==> src/rtl/mcu_seq.sv <==
// Instruction sequencer for the accumulator MCU: fetch/operand handshakes,
// data-memory access, program counter and register-bank strobes.
module mcu_seq #(
    parameter int ADDR_WIDTH = 8,
    parameter int INST_WIDTH = 8
) (
    input  logic                  clk,
    input  logic                  rst,
    output logic                  imem_req,
    output logic [ADDR_WIDTH-1:0] imem_addr,
    input  logic                  imem_ack,
    input  logic [INST_WIDTH-1:0] imem_rdata,
    output logic                  dmem_req,
    output logic                  dmem_we,
    output logic [ADDR_WIDTH-1:0] dmem_addr,
    input  logic                  dmem_ack,
    input  logic [INST_WIDTH-1:0] opcode,
    input  logic [3:0]            psr,
    output logic                  opcode_update,
    output logic                  imem_update,
    output logic                  dmem_update,
    output logic                  psr_update,
    output logic                  res_update,
    output logic [1:0]            res_sel,
    output logic [1:0]            opa_sel,
    output logic [1:0]            opb_sel,
    output logic [3:0]            alu_op,
    output logic [ADDR_WIDTH-1:0] pc,
    output logic                  halted
);

    localparam logic [2:0] S_FETCH  = 3'd0;
    localparam logic [2:0] S_DECODE = 3'd1;
    localparam logic [2:0] S_OPND   = 3'd2;
    localparam logic [2:0] S_DMRD   = 3'd3;
    localparam logic [2:0] S_DMWR   = 3'd4;
    localparam logic [2:0] S_EXEC   = 3'd5;
    localparam logic [2:0] S_HALT   = 3'd6;

    localparam logic [1:0] RES_ALU  = 2'd0;
    localparam logic [1:0] RES_DMEM = 2'd1;
    localparam logic [1:0] RES_IMEM = 2'd2;

    localparam logic [1:0] REG_ACC  = 2'd0;
    localparam logic [1:0] REG_IMEM = 2'd1;
    localparam logic [1:0] REG_DMEM = 2'd2;

    localparam logic [ADDR_WIDTH-1:0] PC_ONE = {{(ADDR_WIDTH-1){1'b0}}, 1'b1};

    logic [2:0]            state, state_n;
    logic [ADDR_WIDTH-1:0] pc_q, pc_n, pc_inc, jmp_tgt;
    logic [ADDR_WIDTH-1:0] addr_latch;
    logic                  imem_req_q, dmem_req_q;
    logic                  i_acc, d_acc;
    logic [1:0]            cls;
    logic                  is_ctl, is_jmp, is_jz, is_nop, is_halt, sub_zero;
    logic                  take;
    logic                  unused_ok;

    assign cls      = opcode[7:6];
    assign is_ctl   = (cls == 2'b11);
    assign is_jmp   = is_ctl && (opcode[5:4] == 2'b00);
    assign is_jz    = is_ctl && (opcode[5:4] == 2'b01);
    assign is_nop   = is_ctl && (opcode[5:4] == 2'b10);
    assign is_halt  = is_ctl && (opcode[5:4] == 2'b11);
    assign sub_zero = (opcode[3:0] == 4'd0);
    assign take     = is_jmp || (is_jz && psr[0]);

    // An ack only counts while our own request is outstanding.
    assign i_acc = imem_req_q && imem_ack;
    assign d_acc = dmem_req_q && dmem_ack;

    assign pc_inc  = pc_q + PC_ONE;
    assign jmp_tgt = imem_rdata[ADDR_WIDTH-1:0];

    assign imem_req  = imem_req_q;
    assign imem_addr = pc_q;
    assign dmem_req  = dmem_req_q;
    assign dmem_we   = dmem_req_q && (state == S_DMWR);
    assign dmem_addr = addr_latch;
    assign alu_op    = opcode[3:0];
    assign pc        = pc_q;
    assign halted    = (state == S_HALT);
    assign unused_ok = ^psr[3:1];

    always_comb begin
        state_n       = state;
        pc_n          = pc_q;
        opcode_update = 1'b0;
        imem_update   = 1'b0;
        dmem_update   = 1'b0;
        psr_update    = 1'b0;
        res_update    = 1'b0;
        res_sel       = RES_ALU;
        opa_sel       = REG_ACC;
        opb_sel       = REG_IMEM;
        unique case (state)
            S_FETCH: begin
                if (i_acc) begin
                    opcode_update = 1'b1;
                    pc_n          = pc_inc;
                    state_n       = S_DECODE;
                end
            end
            S_DECODE: begin
                if (is_nop)
                    state_n = S_FETCH;
                else if (is_halt)
                    state_n = S_HALT;
                else
                    state_n = S_OPND;
            end
            S_OPND: begin
                if (i_acc) begin
                    imem_update = 1'b1;
                    if (take) begin
                        pc_n    = jmp_tgt;
                        state_n = S_FETCH;
                    end else begin
                        pc_n = pc_inc;
                        unique case (cls)
                            2'b00:   state_n = S_EXEC;
                            2'b01:   state_n = S_DMRD;
                            2'b10:   state_n = S_DMWR;
                            default: state_n = S_FETCH;
                        endcase
                    end
                end
            end
            S_DMRD: begin
                if (d_acc) begin
                    dmem_update = 1'b1;
                    if (sub_zero) begin
                        res_update = 1'b1;
                        res_sel    = RES_DMEM;
                        state_n    = S_FETCH;
                    end else begin
                        state_n = S_EXEC;
                    end
                end
            end
            S_DMWR: begin
                opa_sel = REG_ACC;
                if (d_acc)
                    state_n = S_FETCH;
            end
            S_EXEC: begin
                res_update = 1'b1;
                state_n    = S_FETCH;
                if (cls == 2'b00 && sub_zero) begin
                    res_sel = RES_IMEM;
                end else begin
                    psr_update = 1'b1;
                    opa_sel    = REG_ACC;
                    opb_sel    = (cls == 2'b01) ? REG_DMEM : REG_IMEM;
                end
            end
            S_HALT: state_n = S_HALT;
            default: state_n = S_FETCH;
        endcase
    end

    always_ff @(posedge clk or posedge rst) begin
        if (rst) begin
            state      <= S_FETCH;
            pc_q       <= '0;
            addr_latch <= '0;
            imem_req_q <= 1'b0;
            dmem_req_q <= 1'b0;
        end else begin
            state <= state_n;
            pc_q  <= pc_n;
            if (state == S_OPND && i_acc)
                addr_latch <= jmp_tgt;
            // Requests are raised on entry to a bus state and dropped on ack.
            imem_req_q <= (state_n == S_FETCH) || (state_n == S_OPND);
            dmem_req_q <= (state_n == S_DMRD) || (state_n == S_DMWR);
        end
    end

endmodule
==> config.mk <==
export PLATFORM = sky130hd
export DESIGN_NAME = mcu_seq
export DESIGN_NICKNAME = d
export VERILOG_FILES = /design/src/rtl/mcu_seq.sv
export SDC_FILE = /design/constraint.sdc
export NUM_CORES = 1
export LEC_CHECK = 0
export CORE_UTILIZATION = 37
export CTS_BUF_LIST = sky130_fd_sc_hd__clkbuf_4
export DETAILED_ROUTE_END_ITERATION = 10
export PLACE_DENSITY = 0.79
export SLEW_MARGIN = 20
export SYNTH_ARGS = -nofsm -noshare
export SYNTH_HDL_FRONTEND = slang
export SYNTH_SLANG_ARGS = --single-unit
==> constraint.sdc <==
create_clock -name clk -period 1.5 [get_ports clk]
set_input_delay 0.225 -clock clk [delete_from_list [all_inputs] [get_ports clk]]
set_output_delay 0.225 -clock clk [all_outputs]
set_load 0.1 [all_outputs]
==> results by group <==
Flow run
  • Maxcap violations: 0

Global route
  • Gr usage total: between 20% and 30%
  • Initial antenna violation count: 0
  • Largest net degree at the start of global routing: 22
  • Vias in the first global route: 1729
  • Global-route wire length before repair: 8600 microns
  • GRT overflow: 0

Yosys
  • Largest area contributor in the netlist: dfrtp_1
  • Mapped cell area: 1360 sq um
  • Avg Inst Size Synth: between 9 and 10 sq um
  • Most frequent cells after synthesis: dfrtp_1 (21), buf_4 (15), nand2_1 (11)
  • Most common cell in the netlist: dfrtp_1
  • Cells after Synth: 141
  • Ys async rst share: 100%
  • Ys flop type: dfrtp_1
  • Synth area leaders: dfrtp_1 (39%), buf_4 (8.3%), mux2_2 (6.6%)
  • Synth Warn #: 0
  • Post-synth EDFFs: 0
  • Cell variety after synth: 43
  • #FFs+latches synth: 21
  • Register area share after synthesis: 38.7%
  • Post-synth top area share: roughly 39%

Timing
  • Final setup margin: -0.426 ns
  • Final period util: 128%
  • Slew Viols, Final: 0
  • WHS: between 0.2 and 0.25 ns
  • # setup viols final: 31
  • Fin crit period: 1.93 ns
  • Final Skew: 0.0203 ns
  • Final Hold Viols: 0
  • Max Freq: around 520 MHz
  • RSZ-0062 raised after global routing: true

Cells and area
  • Non-filler cells, final: 286
  • N_diodes: 0
  • Layout cells sized above 1: 67.9%
  • Post-route cell area: 3170 sq um
  • Fin nets: 266
  • Area grow syn2layout: 133%

Setup path
  • CP Launch Type: flop
  • Required time worst endpoint: 1.27 ns
  • Worst path slowest cell: dfrtp_2
  • Cell mode on critical path: buf_6
  • Critical path endpoint category: primary output
  • Worst Setup Path Type: reg -> out
  • Critical Path AT: 1.70 ns
  • Worst-path fanout max: 5
  • Cell breakdown of the critical path: buf_6 > nand3b_1 > buf_6 > buf_6 > nor2b_4 > inv_2 > buf_12
  • Crit path largest cell delay: 0.48 ns

CTS
  • Worst-path clk slew: roughly 0.14 ns
  • Clock Latency Late Sink: 0.33 ns
  • Clk buf depth: 2
  • TritonCTS Buffers: 3
  • Htree depth: 1
  • CTS sink cnt: 21
  • Root buf cell: clkbuf_4
  • CTS Hold Bufs: 0
  • CTS tree: built

Run status
  • Status: finished, violations left
  • Violated checks: setup timing

Route
  • Post-route ant nets: 0
  • First-pass DRT Iterations: 4
  • Vias: between 1500 and 2000
  • WL per Instance: roughly 24 microns
  • Drt first-iter violations: 78
  • Post-route DRC: 0
  • Via density: 5.67
  • WL final: about 6900 microns

Die
  • Die height: 62.5 microns
  • Top Ports: 67
  • Chip Width: between 60 and 70 microns
  • Die area: 3910 sq um
  • Initial Utilization: 39.7%
  • Row count: 21
  • Core area: around 3400 sq um

Hold path
  • Worst Hold Class: in -> async

Placed design
  • Post-detail-place hpwl: 3810 microns
  • Routability Congestion: 0.961
  • Placed Instances: 261
  • Placed Area: 2760 sq um
  • Port Buffer Count: between 60 and 70
[flip-flops by register name (all words and copies together) (netlist names)]
signal     flops
dmem_addr      8
imem_addr      8
state          3
dmem_req       1
imem_req       1
[cells in the final DEF (no fill, tap or decap), types with 3 or more instances in the layout]
master / n
o21ai_0: 3
clkdlybuf4s50_1: 14
buf_12: 42
mux2i_1: 4
nand3_2: 3
mux2_4: 8
nand2_1: 9
dfrtp_1: 8
dlygate4sd2_1: 4
nand4_1: 3
buf_6: 21
inv_1: 3
nand3b_1: 4
nand3_1: 3
nor2_4: 3
dfrtp_4: 7
nor2b_4: 3
o21ai_1: 3
buf_4: 31
or4_4: 3
dfrtp_2: 6
clkbuf_4: 3
nor2b_1: 3
[metrics by stage]
step | setup TNS [ns] | setup WS [ns] | utilization, %
3_5_place_dp | -9.18 | -0.565 | 80.8
3_3_place_gp | -7.52 | -0.539 | 80.8
5_1_grt | -9.21 | -0.463 | 92.7
2_1_floorplan | -5.57 | -0.739 | -
4_1_cts | -4.65 | -0.344 | 86.4
6_report | -8.43 | -0.426 | 92.7
[routing by layer]
metal,up-vias,track usage (%),share of wire [%]
li1,686,-,-
met1,807,28.8,35
met2,97,56.3,54
met3,32,5.84,5.2
met4,0,14.8,5.0
met5,-,0,0
[worst max-delay path, delay by kind of cell, from the launching register on]
family	cells	cell delay [ns]
DFF	1	0.48
and+or+nand+nor	2	0.27
buffers and inverters	5	0.62
[final timing paths]
path	startpoint	to	slack [ns]	cells after the start
max	state[2]$_DFF_PP0_	opb_sel[0]	-0.43	7
min	rst	dmem_addr[0]$_DFFE_PP0P_	0.22	3
max reg2reg	state[1]$_DFF_PP0_	imem_addr[2]$_DFFE_PP0P_	-0.35	5
min reg2reg	dmem_addr[7]$_DFFE_PP0P_	dmem_addr[7]$_DFFE_PP0P_	0.60	1
max in group asynchronous	rst	imem_addr[3]$_DFFE_PP0P_	1.00	3
min in group clk	imem_rdata[0]	imem_addr[0]$_DFFE_PP0P_	0.56	3
[what timing repair did]
action,CTS,global route
pin swaps,18,15
endpoints found under the setup margin,31,31
setup buffers,12,11
gates resized for setup,34,31
[cell families after synthesis]
group                      after synthesis  synth area share (%)
AOI/OAI and AO/OA                       21                  10.3
adders and majority gates                1                 0.922
buffers and inverters                   27                  12.4
DFF                                     21                  38.7
muxes                                   13                  10.3
other                                    1                 0.276
and+or+nand+nor                         57                  27.0
[cell type report]
type / instances / area [sq um]
timing repair buffer: 115 / 1520
multi-input combinational: 94 / 975
sequential: 21 / 559
fill: 111 / 250
tap: 46 / 57.6
inverter: 6 / 26.3
clock buffer: 3 / 22.5
clock inverter: 1 / 5.00
Power is not shown: default switching activity piles up to over one toggle a cycle in this logic, so the estimate is an artifact.
